## src/rtl/parcnn_pkg.sv

```systemverilog
// ParCNN shared network parameters, bundle types and rect1 packing helper.
// Widths follow the *_BITWIDTH MSB-index convention (width = value + 1).
package parcnn_pkg;

  localparam int SCREEN_X_BITWIDTH     = 5;
  localparam int SCREEN_Y_BITWIDTH     = 5;
  localparam int CAMERA_PIXEL_BITWIDTH = 8;
  localparam int RECT_OUT_BITWIDTH     = 23;
  localparam int SCREEN_MAX            = 35;
  localparam int TILE                  = 4;
  localparam int GRID                  = 8;

  localparam int SX_W   = SCREEN_X_BITWIDTH + 1;
  localparam int SY_W   = SCREEN_Y_BITWIDTH + 1;
  localparam int PIX_W  = CAMERA_PIXEL_BITWIDTH + 1;
  localparam int RECT_W = RECT_OUT_BITWIDTH + 1;
  localparam int ACC_W  = 13;

  typedef logic signed [ACC_W-1:0] score_t;

  localparam score_t SCORE_MIN = {1'b1, {(ACC_W-1){1'b0}}};

  typedef struct packed {
    logic [2:0] tx;
    logic [2:0] ty;
  } tile_t;

  // {x_min, y_min, x_max, y_max}, each a 6-bit screen coordinate
  function automatic logic [RECT_W-1:0] pack_rect(input tile_t t);
    return {1'b0, t.tx, 2'b00,
            1'b0, t.ty, 2'b00,
            1'b0, t.tx, 2'b11,
            1'b0, t.ty, 2'b11};
  endfunction

endpackage

```

## src/rtl/parcnn_tile_max_tracker.sv

```systemverilog
// Best-tile tracker: keeps the highest tile sum of the frame (earliest wins
// ties) and latches its rectangle at frame end.
module tile_max_tracker
  import parcnn_pkg::*;
(
  input  logic              clock,
  input  logic              reset,
  input  logic              tile_done,
  input  score_t            tile_sum,
  input  tile_t             tile_id,
  input  logic              frame_end,
  output logic [RECT_W-1:0] rect
);

  score_t            best_score_q, best_score_d;
  tile_t             best_tile_q, best_tile_d;
  logic [RECT_W-1:0] rect_q, rect_d;

  always_comb begin
    best_score_d = best_score_q;
    best_tile_d  = best_tile_q;
    rect_d       = rect_q;
    if (frame_end) begin
      rect_d       = pack_rect(best_tile_q);
      best_score_d = SCORE_MIN;
      best_tile_d  = '0;
    end else if (tile_done && (tile_sum > best_score_q)) begin
      best_score_d = tile_sum;
      best_tile_d  = tile_id;
    end
  end

  always_ff @(posedge clock) begin
    if (reset) begin
      best_score_q <= SCORE_MIN;
      best_tile_q  <= '0;
      rect_q       <= '0;
    end else begin
      best_score_q <= best_score_d;
      best_tile_q  <= best_tile_d;
      rect_q       <= rect_d;
    end
  end

  assign rect = rect_q;

endmodule

```

## src/rtl/parcnn_top.sv

```systemverilog
// ParCNN front end: per-column tile accumulators over the 32x32 active
// window, feeding the best-tile tracker that drives rect1.
module parcnn_top
  import parcnn_pkg::*;
(
  input  logic              clock,
  input  logic              reset,
  input  logic [SX_W-1:0]   scree_x_pos,
  input  logic [SY_W-1:0]   screen_y_pos,
  input  logic [PIX_W-1:0]  test_pixel,
  output logic [RECT_W-1:0] rect1
);

  logic [GRID-1:0][ACC_W-1:0] acc_q, acc_d;

  logic   active;
  logic   tile_done;
  logic   frame_end;
  tile_t  tile_id;
  score_t pix_ext;
  score_t acc_cur;
  score_t tile_sum;

  always_comb begin
    // bit 5 clear means the coordinate lies in 0..31
    active    = !scree_x_pos[5] && !screen_y_pos[5];
    tile_done = active && (scree_x_pos[1:0] == 2'b11)
                       && (screen_y_pos[1:0] == 2'b11);
    frame_end = (scree_x_pos == SX_W'(SCREEN_MAX))
             && (screen_y_pos == SY_W'(SCREEN_MAX));
    tile_id.tx = scree_x_pos[4:2];
    tile_id.ty = screen_y_pos[4:2];
    pix_ext  = score_t'($signed(test_pixel));
    acc_cur  = score_t'(acc_q[tile_id.tx]);
    tile_sum = acc_cur + pix_ext;
    acc_d    = acc_q;
    if (active) begin
      acc_d[tile_id.tx] = tile_done ? '0 : tile_sum;
    end
  end

  always_ff @(posedge clock) begin
    if (reset) begin
      acc_q <= '0;
    end else begin
      acc_q <= acc_d;
    end
  end

  tile_max_tracker u_tracker (
    .clock     (clock),
    .reset     (reset),
    .tile_done (tile_done),
    .tile_sum  (tile_sum),
    .tile_id   (tile_id),
    .frame_end (frame_end),
    .rect      (rect1)
  );

endmodule

```

## config.mk

```make
export PLATFORM = sky130hd
export DESIGN_NAME = parcnn_top
export DESIGN_NICKNAME = d
export VERILOG_FILES = /design/src/rtl/parcnn_pkg.sv /design/src/rtl/parcnn_tile_max_tracker.sv /design/src/rtl/parcnn_top.sv
export SDC_FILE = /design/constraint.sdc
export NUM_CORES = 1
export LEC_CHECK = 0
export ABC_CLOCK_PERIOD_IN_PS = 7230
export CORE_ASPECT_RATIO = 1.2
export CORE_MARGIN = 1
export CORE_UTILIZATION = 47
export CTS_CLUSTER_SIZE = 10
export DETAILED_ROUTE_END_ITERATION = 8
export GPL_TIMING_DRIVEN = 0
export PLACE_DENSITY = 0.76
export SLEW_MARGIN = 20
export SYNTH_ARGS = -nofsm -noshare
export SYNTH_HDL_FRONTEND = slang
export SYNTH_SLANG_ARGS = --single-unit
```

## constraint.sdc

```tcl
create_clock -name clock -period 7.23 [get_ports clock]
set_clock_uncertainty 0.1 [all_clocks]
set_input_delay 1.446 -clock clock [delete_from_list [all_inputs] [get_ports clock]]
set_output_delay 1.446 -clock clock [all_outputs]
set_load 0.005 [all_outputs]
```

==> out/results.ini <==
[grt]
grt_util_met1=0.328
grt-ovfl-total=0
use_met2=0.453
grt_pass1_wl_um=30400
grtUsageTotal=0.270
grt_pass1_vias=5715
antenna_found_initial=0
grt.met3_usage=0.0561
busiest_layer=met2
grt_max_degree=17

[setup_path]
crit_chain=clkdlybuf4s50_1 -> clkbuf_4 -> clkbuf_4 -> clkbuf_4 -> mux4_2 -> mux2_2 -> ha_1 -> a21o_2 -> a2111oi_4 -> a211oi_2 -> or4b_4 -> nand3_4 -> inv_1 -> ha_1 -> nand4_1 -> a211oi_1 -> o21a_1 -> o41a_1 -> buf_4 -> buf_4 -> mux2i_1 -> nor2_1
cp.required_ns=7.42
critPathKind=in2reg
worst_setup_path_end_kind=flop
start_kind=primary input
cp_slowest_cell=or4b_4
path_common_cell=clkbuf_4
critPathArrivalTime_ns=7.16
cpPeakStageDelay_ns=0.55
cp_max_fo=10

[timing]
setup_viol_count_final=0
worstMarginPinSlew_ns=1.22
finalHoldViolCount=0
timing.final.max_slew_violations=0
setup_tns_ns=0
post-route-min-period_ns=6.97
min_period_over_period=0.964
fmax_mhz=143
rsz0062_at_grt=false
max-slew-margin-rel=0.181

[routing]
wirelength_um=19800
ant_nets=0
drc=0
first_pass_iters=6
vias=6143
viasPerCell=6.00
wire_per_inst_um=19.3
drt_iter0_drc=870

[synthesis]
synth_mux_area_frac=0.101
synth_top_family_by_area=simple AND/OR/NAND/NOR gates
synth.avg_cell_area_sq_um=8.56
synth_compound_area_frac=0.170
synth_cell_types=64
netlist_area_sq_mm=0.00664
synth_fa_ha_area_frac=0.0502
synth_ff_type=dfxtp_1
ys_ff_latch=130
synth_cells=775
synthSimpleGateAreaFrac=0.215
synthXorXnorAreaFrac=0.0104
seq_area_frac_synth=0.392
yosys_warnings=0
async_reset_ff_frac=0
synth_edf_count=0

[place]
dp_hpwl_um=13500
gp_congestion=0.916
port_buffers=36

[clock_tree]
htreeDepth=4
cts.sinks=130
cts_made_buffers=17
clk_latency_ns=0.42
cts_hold_buf=0
clk_pin_slew_ns=0.06
cts_buffer_depth=2
cts-root-buf=clkbuf_16
cts_tree=yes

[floorplanning]
pin_count=47
die_y_um=132
die_x_um=110
die_area_sq_mm=0.0146
start_util=0.482
rows=47
coreArea_sq_mm=0.0138

[power]
pwr_density_cell_mw_per_mm2=223
cellLeakagePower_nw=2.95
ir_worst_vdd_mv=0.172

[flow_run]
cap_violations=0

[cells_and_area]
drive_gt1_frac=0.127
fin_util=0.570
final_cell_mix=dfxtp_1, nand2_1, a21oi_1, nor2_1, o21ai_0
antennaDiodeCount=0
n_fill_cell=1209
mostFrequentLayoutCell=dfxtp_1
area_growth_pct=18.2
fin_nets=888

[hold_path]
hold_class=reg2reg

[status]
status=completed

==> cells in the mapped netlist (14+ instances only) <==
master / number / area (sq um)
nand2_1: 110 / 413
a21oi_1: 79 / 395
a21o_1: 14 / 105
dfxtp_1: 130 / 2600
mux2_2: 14 / 158
nand3b_1: 40 / 300
ha_1: 25 / 313
nand3_1: 24 / 120
o21ai_0: 45 / 225
nor2_1: 71 / 267
mux2i_1: 24 / 240
buf_4: 19 / 143
inv_1: 19 / 71.3
clkbuf_1: 29 / 109
==> critical path, delay by kind of cell <==
family	cells	cell delay [ns]
compound gates	6	1.46
fa+ha+maj	2	0.52
simple gates	4	0.93
mux	3	0.87
buf+inv	7	1.91
==> per-stage QoR <==
stage | total power [mW] | cells | cell area (sq um) | setup WS (ns) | hold WS (ns)
2_1_floorplan | 0.866 | 782 | 6660 | 1.11 | 0.332
3_3_place_gp | 0.926 | 989 | 7240 | -0.677 | 0.340
3_5_place_dp | 0.928 | 989 | 7240 | -0.685 | 0.345
4_1_cts | 1.74 | 1023 | 7830 | 0.0554 | 0.354
5_1_grt | 1.80 | 1023 | 7850 | 0.0538 | 0.365
6_report | 1.75 | 1023 | 7850 | 0.259 | 0.355
==> sequential cells by signal, indices dropped and copies added (netlist names) <==
signal and count:
acc_q 104, u_tracker.best_score_q 13, u_tracker.rect 7, u_tracker.best_tile_q 6
==> worst paths after layout <==
check / slack (ns) / from / endpoint / cells past startpoint
setup / recovery: 0.26 / scree_x_pos[3] / u_tracker.best_score_q[2] / 22
hold / removal: 0.35 / acc_q[54] / acc_q[54] / 2
setup reg to reg: 2.27 / acc_q[3] / u_tracker.best_score_q[2] / 19
hold reg to reg: 0.35 / acc_q[54] / acc_q[54] / 2
==> per-layer routing <==
layer	share of wire	up-vias
met5	0	-
met4	0.037	0
met3	0.094	79
met2	0.49	362
met1	0.38	2864
li1	-	2838
==> logic make-up after synthesis <==
logic type / Yosys count
AO/OA/AOI/OAI: 186
XOR/XNOR: 7
adder cells (fa/ha/maj): 26
buffers and inverters: 85
flip-flops: 130
multiplexers: 50
other: 1
AND/OR/NAND/NOR: 290
==> power by group <==
| part | internal, mW | switching (mW) |
|---|---|---|
| clock network | 0.484 | 0.340 |
| logic | 0.0679 | 0.123 |
| registers | 0.726 | 0.00481 |
==> layout make-up <==
class / count / area (sq um) / share of cell area
inverters: 20 / 75.1 / 0.00957
repair buffers: 38 / 375 / 0.0478
multi-input cells: 567 / 3670 / 0.468
clock inverters: 14 / 130 / 0.0166
flip-flops and latches: 130 / 2600 / 0.332
well taps: 171 / 214 / 0.0273
clock buffers: 18 / 439 / 0.0560
plain buffers: 65 / 340 / 0.0434
==> repair_timing <==
action	4_1_cts	5_1_grt
endpoints found under the setup margin	19	13
setup buffers	2	0
resized for setup	2	4
pin swaps	2	0
Power figures use the tool's default switching activity.
